==> src/rtl/txbuf_formatter.sv <==
// rtl/txbuf_formatter.sv - expands txbuf display commands into an ASCII byte stream
module txbuf_formatter #(
    parameter logic [7:0] NEWLINE = 8'h0A,
    parameter int         ERR_LEN = 4
) (
    input  logic        clk,
    input  logic        rst_n,
    input  logic        cmd_valid,
    output logic        cmd_ready,
    input  logic [3:0]  cmd_op,
    input  logic [31:0] cmd_data,
    output logic        out_valid,
    input  logic        out_ready,
    output logic [7:0]  out_byte,
    output logic        busy,
    output logic        err_flag
);

    typedef enum logic [2:0] {
        IDLE, LOAD, EMIT_BUF, INT_SIGN, INT_DIV, INT_EMIT, HEX_EMIT, TAIL_NL
    } state_t;

    state_t      state_q, state_d;
    logic [3:0]  op_q, op_d;
    logic [31:0] data_q, data_d;
    logic [3:0]  cnt_q, cnt_d;
    logic [3:0]  pow_q, pow_d;
    logic [3:0]  dig_q, dig_d;
    logic        started_q, started_d;
    logic        err_q, err_d;
    logic        hs;

    function automatic logic [31:0] pow10(input logic [3:0] p);
        case (p)
            4'd0:    pow10 = 32'd1000000000;
            4'd1:    pow10 = 32'd100000000;
            4'd2:    pow10 = 32'd10000000;
            4'd3:    pow10 = 32'd1000000;
            4'd4:    pow10 = 32'd100000;
            4'd5:    pow10 = 32'd10000;
            4'd6:    pow10 = 32'd1000;
            4'd7:    pow10 = 32'd100;
            4'd8:    pow10 = 32'd10;
            default: pow10 = 32'd1;
        endcase
    endfunction

    function automatic logic [7:0] hex_ascii(input logic [3:0] n);
        hex_ascii = (n < 4'd10) ? (8'h30 + {4'b0, n}) : (8'h37 + {4'b0, n});
    endfunction

    assign hs        = out_valid && out_ready;
    assign cmd_ready = (state_q == IDLE);
    assign busy      = ~cmd_ready;
    assign err_flag  = err_q;

    always_ff @(posedge clk or negedge rst_n) begin
        if (!rst_n) begin
            state_q   <= IDLE;
            op_q      <= '0;
            data_q    <= '0;
            cnt_q     <= '0;
            pow_q     <= '0;
            dig_q     <= '0;
            started_q <= 1'b0;
            err_q     <= 1'b0;
        end else begin
            state_q   <= state_d;
            op_q      <= op_d;
            data_q    <= data_d;
            cnt_q     <= cnt_d;
            pow_q     <= pow_d;
            dig_q     <= dig_d;
            started_q <= started_d;
            err_q     <= err_d;
        end
    end

    always_comb begin
        state_d   = state_q;
        op_d      = op_q;
        data_d    = data_q;
        cnt_d     = cnt_q;
        pow_d     = pow_q;
        dig_d     = dig_q;
        started_d = started_q;
        err_d     = err_q;
        out_valid = 1'b0;
        out_byte  = 8'h00;
        case (state_q)
            IDLE: begin
                if (cmd_valid) begin
                    op_d    = cmd_op;
                    data_d  = cmd_data;
                    state_d = LOAD;
                end
            end
            LOAD: begin
                case (op_q)
                    4'd0: state_d = IDLE;
                    4'd1, 4'd2, 4'd3, 4'd4: begin
                        cnt_d   = op_q;
                        state_d = EMIT_BUF;
                    end
                    4'd5, 4'd6, 4'd7: begin
                        data_d  = {1'b0, data_q[23:17], 1'b0, data_q[16:10],
                                   1'b0, data_q[9:3], 8'h00};
                        cnt_d   = op_q - 4'd4;
                        state_d = EMIT_BUF;
                    end
                    4'd8: begin
                        data_d  = {8'h45, 8'h52, 8'h52, NEWLINE};
                        cnt_d   = 4'(ERR_LEN);
                        state_d = EMIT_BUF;
                    end
                    4'd9, 4'd11: begin
                        // Two's-complement negate gives the right magnitude even for 0x80000000.
                        data_d    = data_q[31] ? (~data_q + 32'd1) : data_q;
                        pow_d     = 4'd0;
                        dig_d     = 4'd0;
                        started_d = 1'b0;
                        state_d   = data_q[31] ? INT_SIGN : INT_DIV;
                    end
                    4'd10, 4'd12: begin
                        cnt_d   = 4'd0;
                        state_d = HEX_EMIT;
                    end
                    default: begin
                        err_d   = 1'b1;
                        state_d = IDLE;
                    end
                endcase
            end
            EMIT_BUF: begin
                out_valid = 1'b1;
                out_byte  = data_q[31:24];
                if (hs) begin
                    data_d = {data_q[23:0], 8'h00};
                    cnt_d  = cnt_q - 4'd1;
                    if (cnt_q == 4'd1) state_d = IDLE;
                end
            end
            INT_SIGN: begin
                out_valid = 1'b1;
                out_byte  = 8'h2D;
                if (hs) state_d = INT_DIV;
            end
            INT_DIV: begin
                // One restoring subtract per cycle; a leading zero just advances the power.
                if (data_q >= pow10(pow_q)) begin
                    data_d = data_q - pow10(pow_q);
                    dig_d  = dig_q + 4'd1;
                end else if (dig_q != 4'd0 || started_q || pow_q == 4'd9) begin
                    state_d = INT_EMIT;
                end else begin
                    pow_d = pow_q + 4'd1;
                end
            end
            INT_EMIT: begin
                out_valid = 1'b1;
                out_byte  = 8'h30 + {4'b0, dig_q};
                if (hs) begin
                    started_d = 1'b1;
                    dig_d     = 4'd0;
                    if (pow_q == 4'd9) begin
                        state_d = TAIL_NL;
                    end else begin
                        pow_d   = pow_q + 4'd1;
                        state_d = INT_DIV;
                    end
                end
            end
            HEX_EMIT: begin
                out_valid = 1'b1;
                case (cnt_q)
                    4'd0:    out_byte = 8'h30;
                    4'd1:    out_byte = 8'h78;
                    default: out_byte = hex_ascii(data_q[31:28]);
                endcase
                if (hs) begin
                    cnt_d = cnt_q + 4'd1;
                    if (cnt_q >= 4'd2) data_d = {data_q[27:0], 4'h0};
                    if (cnt_q == 4'd9) state_d = TAIL_NL;
                end
            end
            TAIL_NL: begin
                out_valid = 1'b1;
                out_byte  = NEWLINE;
                if (hs) state_d = IDLE;
            end
            default: state_d = IDLE;
        endcase
    end

endmodule
==> config.mk <==
export PLATFORM = sky130hd
export DESIGN_NAME = txbuf_formatter
export DESIGN_NICKNAME = d
export VERILOG_FILES = /design/src/rtl/txbuf_formatter.sv
export SDC_FILE = /design/constraint.sdc
export NUM_CORES = 1
export LEC_CHECK = 0
export ABC_AREA = 1
export BUFFER_PORTS_ARGS = -buffer_cell sky130_fd_sc_hd__buf_2
export CAP_MARGIN = 20
export CORE_MARGIN = 1
export CORE_UTILIZATION = 57
export CTS_BUF_LIST = sky130_fd_sc_hd__clkbuf_4 sky130_fd_sc_hd__clkbuf_8
export DETAILED_ROUTE_END_ITERATION = 8
export PLACE_DENSITY_LB_ADDON = 0.3
export SETUP_SLACK_MARGIN = 0.2
export SLEW_MARGIN = 0
export SYNTH_ARGS = -nofsm -noshare
export SYNTH_HDL_FRONTEND = slang
export SYNTH_SLANG_ARGS = --single-unit
==> constraint.sdc <==
create_clock -name clk -period 6.4 [get_ports clk]
set_clock_uncertainty 0.1 [all_clocks]
set_input_delay 0.32 -clock clk [delete_from_list [all_inputs] [get_ports clk]]
set_output_delay 0.32 -clock clk [all_outputs]
set_load 0.02 [all_outputs]
=== Word level (Yosys, flattened, before mapping) ===
Memories as Yosys holds them, arrays and structs flattened.
Index checks and enable logic that the tools add are counted.

* Register bits: 53
* Bits in latches: 0
* Bits in writable memories: 0
* ROM bits: 960
* Bits of input ports: 40
* Memories kept: 2

* $add $sub $neg: 10
* Multiply operators: 0
* Divide/modulo/power cells: 0
* $lt $le $gt $ge: 3
* Equal/unequal tests: 40
* Shift operators: 0
* Muxes and demuxes: 45
* Bitwise gates (word level): 3
* Reduce and logical (&&, ||, !) cells: 27

{| class="wikitable"
|+ Memories
! memory !! depth !! bits a word !! read ports !! clocked after Yosys merged registers in !! write ports !! RTL line !! RTL
|-
| (name not given) || 16 || 30 || 1 || 0 || 0 || 34 || <nowiki>case (p)</nowiki>
|-
| (name not given) || 16 || 30 || 1 || 0 || 0 || 34 ||
|}

{| class="wikitable"
|+ Operator list
! kind !! count
|-
| $mux 32 || 9
|-
| $pmux 32 s5 || 1
|-
| $pmux 32 s3 || 1
|-
| $pmux 8 s5 || 1
|-
| $mux 4 || 9
|-
| $pmux 4 s3 || 3
|-
| $mux 3 || 11
|-
| $add 32x1->32 const B || 1
|-
| $ge 32x32->1 || 1
|-
| $not 32->32 || 1
|-
| $sub 32x32->32 || 1
|-
| $ne 2x2->1 const B || 15
|-
| $eq 4x4->1 const B || 7
|-
| $pmux 3 s8 || 1
|-
| $add 6x4->7 const A || 3
|-
| $eq 4x3->1 const B || 4
|-
| $pmux 4 s4 || 1
|-
| $pmux 7 s2 || 1
|-
| $reduce_or 13->1 || 1
|-
| $add 4x1->4 const B || 3
|-
| $eq 3x3->1 const B || 4
|-
| $reduce_and 10->1 || 1
|-
| $pmux 3 s3 || 1
|-
| $eq 4x1->1 const B || 2
|-
| other kinds (34) || 45
|}

=== Logic depth before layout (Yosys ltp) ===
* Depth after elaboration: 8
* Mapped depth: 21
* Mapped depth without buffers: 21

=== Worst setup path before layout ===
OpenSTA, ideal clock, no wires.

* Path kind: register to register
* Start point: register pow_q[3]
* End point: register data_q[20]
* Library setup time: 121 ps
* Arrival: 2,747 ps
* Slack: 3,431 ps
* Stages on the path, launching flop included: 17
* Path buffers: 3
* Period minus slack after synthesis: 2,969 ps
* Cell sequence: dfrtp_1 clkbuf_1 nor2_1 inv_1 or2_2 ha_1 nand2_1 nor3_1 nand2_1 nand3_1 nand2_1 nand3_1 nand3_2 buf_4 buf_6 nand2_1 o21ai_1

* Word-level cells in the longest chain between the ends: 6
* Elaborated cells between the ends (all ways): 11
* Classes of those cells: add/sub: 1; order compare: 1; eq/ne: 1; mux: 5; reduce/logical: 1; memory: 2

{| class="wikitable"
|+ RTL lines
! what !! RTL line !! RTL
|-
| start, declared || 27 || <nowiki>logic [3:0] pow_q, pow_d;</nowiki>
|-
| start signal, assigned || 72 || <nowiki>pow_q <= pow_d;</nowiki>
|-
| $mem_v2 16x30 || n/a ||
|-
| $mux 32 || 150 || <nowiki>if (data_q >= pow10(pow_q)) begin</nowiki>
|-
| $mux 32 || 90 || <nowiki>case (state_q)</nowiki>
|-
| $sub 32x32->32 || 151 || <nowiki>data_d = data_q - pow10(pow_q);</nowiki>
|-
| $mux 32 || 150 ||
|-
| $pmux 32 s5 || 90 ||
|-
| end signal, assigned || 70 || <nowiki>data_q <= data_d;</nowiki>
|-
| end, declared || 25 || <nowiki>logic [31:0] data_q, data_d;</nowiki>
|}

Parallel ways exist; a longest one is shown, timed or not. The select of a mux whose other input is x is not followed.
A chain may end at the register's enable or synchronous reset.

=== Worst setup path after layout ===
* Start point: register pow_q[0]
* End point: register data_q[11]

Same word-level chain as after synthesis.

==> impl_metrics.csv <==
group,metric,value,unit
grt,grt_pass1_wl,44300,µm
synthesis,syn_area_per_cell,5.51,µm²
cts,cts_resized,0,
synthesis,ys_seq_area_frac,0.175,
timing,rsz0062_at_grt,"no",
routing,viasPerCell,5.90,
timing,maxSlewHeadroom,0.423,
cts,clock_latency,340,ps
routing,drc,0,
synthesis,yosysUniqueCellTypes,44,
worst_hold_path,hold_class,"input port to asynchronous set/reset pin",
timing,slew_violations,0,
routing,vias,9321,
synthesis,synth_area_leader_cell,"nand2_1",
pwr,cellLeakagePower,4.35,nW
floorplan,io_pins,52,
outcome,status,"finished clean",
synthesis,syn_inst,1376,
critical_path,regToRegStartpoint,"pow_q[0]$_DFFE_PN0P_",
synthesis,synth_flop_cell,"dfrtp_1",
critical_path,arrival,4600,ps
cts,post-cts-setup-buffer-count,0,
routing,routedWlPerCell,17.9,µm
critical_path,r2r_end,"data_q[11]$_DFFE_PN0P_",
critical_path,crit_type,"flip-flop to flip-flop",
routing,detail-route-antenna-nets,0,
critical_path,crit_path_end,"data_q[11]$_DFFE_PN0P_",
synthesis,synthTopCellsByArea,"nand2_1 (24%), dfrtp_1 (17%), inv_1 (9.7%), ha_1 (8.4%), nor2_1 (8.1%)",
critical_path,cp_max_fo,32,
synthesis,synth_edf_count,0,
synthesis,synth.top_cell.area_share,0.244,
grt,grt-ovfl-total,0,
placement,port_buffers,51,
flow_run,cap_viol_max_count,0,
timing,setup_ws,1970,ps
critical_path,r2r_slack,1970,ps
floorplan,die_w,117,µm
timing,finalCritPeriodShare,0.693,
routing,firstDrtPassIters,6,
placement,hpwl,22200,µm
critical_path,rr_worst_depth,18,
synthesis,ys_ff_latch,53,
finish,area_delta_synth_final,5.97,%
synthesis,synth_area,7580,µm²
floorplan,core,12800,µm²
timing,timing.hold.ws,3.86,ps
finish,drive_gt1_frac,0.0682,
floorplan,initial_core_util,0.593,
timing,period_needed,4430,ps
routing,drt_iter0_drc,1121,
timing,finalHoldViolations,0,
cts,numClockSinks,53,
grt,antenna_found_initial,0,
cts,h-tree-depth,2,
critical_path,startpoint,"pow_q[0]$_DFFE_PN0P_",
cts,hold_buffers,0,
pwr,ir_worst_vdd,315,µV
placement,gp_routability_congestion,1.05,
critical_path,end_kind,"flip-flop",
grt,grt_max_degree,54,
synthesis,yosysMostFrequentCell,"nand2_1",
timing,finalSetupViolCount,0,
synthesis,synthArstFlopShare,1.00,
timing,tns,0,ps
synthesis,ys_top_cells_by_count,"nand2_1 (493), inv_1 (196), nor2_1 (163)",
critical_path,cp-start-kind,"flip-flop",
placement,pre_cts_ws,2150,ps
pwr,powerDensity,573,nW/µm²
synthesis,synth.net_count,1468,
finish,diodes,0,
cts,cts_buffer_depth,2,
floorplan,die_h,117,µm
cts,path_clk_slew,120,ps
grt,track_usage,0.412,
cts,cts_root_buf,"clkbuf_8",
timing,max_freq,226,MHz
cts,cts_tree,"done",
finish,final_util,0.629,
synthesis,ys_warn_count,0,
floorplan,dieArea,13800,µm²
routing,wirelength,28300,µm
grt,grt_pass1_vias,8362,
timing,tightestPinTransition,865,ps
critical_path,worstPathRequired,6570,ps
floorplan,std_cell_rows,41,
finish,layout.nets,1499,
cts,cts_made_buffers,5,
## per-stage QoR
stage / instance area, µm² / instances / total power (W)
2_1_floorplan: 7580 / 1376 / 0.00332
3_5_place_dp: 7940 / 1572 / 0.00424
6_report: 8030 / 1580 / 0.00460
4_1_cts: 8030 / 1580 / 0.00448
3_3_place_gp: 7940 / 1572 / 0.00419
5_1_grt: 8030 / 1580 / 0.00504
## sequential cells by signal, indices dropped and copies added, names as in the netlist
name	count
cnt_q	4
data_q	32
dig_q	4
err_flag	1
op_q	4
pow_q	4
started_q	1
state_q	3
## area by class of cell
| class | instances | area (µm²) |
|---|---|---|
| clock buffer | 5 | 68.8 |
| multi-input combinational | 1088 | 5340 |
| sequential | 53 | 1330 |
| clock inverter | 3 | 28.8 |
| tap | 172 | 215 |
| timing repair buffer | 56 | 293 |
| fill | 1346 | 4740 |
| inverter | 203 | 762 |
## where the power goes
part           internal [W]  leakage (nW)  switching, W
clock network     0.0000824        0.0506      0.000141
registers          0.000485         0.656      0.000362
logic               0.00110          3.64       0.00243
## how the worst min path moves through the flow
stage,startpoint,endpoint,slack [ps],depth (start not counted)
3_3_place_gp,err_flag$_DFFE_PN0P_,err_flag$_DFFE_PN0P_,350,1
3_5_place_dp,err_flag$_DFFE_PN0P_,err_flag$_DFFE_PN0P_,350,1
4_1_cts,rst_n,dig_q[3]$_DFFE_PN0P_,40,2
5_1_grt,rst_n,data_q[19]$_DFFE_PN0P_,50,2
6_report,rst_n,data_q[19]$_DFFE_PN0P_,4,2
2_1_floorplan,rst_n,cnt_q[0]$_DFFE_PN0P_,-80,0
## critical path, cell delays in order (launching register included)
cell and delay, ps:
dfrtp_1 500, inv_1 200, ha_1 170, inv_1 50, nor2_1 200, nand2_1 270, ha_1 440, nand2_1 90
inv_1 70, nand2_1 80, nor3_1 190, nand2_1 110, nand3_1 100, nand2_1 70, nand3_1 190, nand3_2 530
inv_2 690, o21ai_0 190, o21ai_1 110
## placed cells by master, fill, tap and decap left out, types with 7 or more instances in the layout
cell type  netlist  layout
a21oi_1         66      66
a221oi_1        13      13
a22oi_1         11      11
buf_2           10      51
dfrtp_1         53      53
ha_1            51      51
inv_1          196     196
nand2_1        493     493
nand3_1        102     102
nand4_1         19      19
nor2_1         163     162
nor3_1          10      10
o211ai_1         7       7
o21ai_0         63      63
o21ai_1         10      10
o22ai_1         10      10
or2_2           12      12
## logic make-up (layout without fill, tap and decap cells)
logic type	after synthesis	count (layout)	synth area share
fa+ha+maj	52	52	0.0868
flops	53	53	0.175
buf+inv	235	267	0.121
simple gates	820	820	0.446
compound gates	206	206	0.160
xor+xnor	10	10	0.0116
## per-layer routing
metal	routed length [µm]	up-vias	global-route usage
met5	0	-	0
met4	1330	0	0.196
met3	3180	101	0.0871
met2	12300	590	0.623
met1	11500	4149	0.556
li1	-	4481	-
Power figures use the tool's default switching activity.
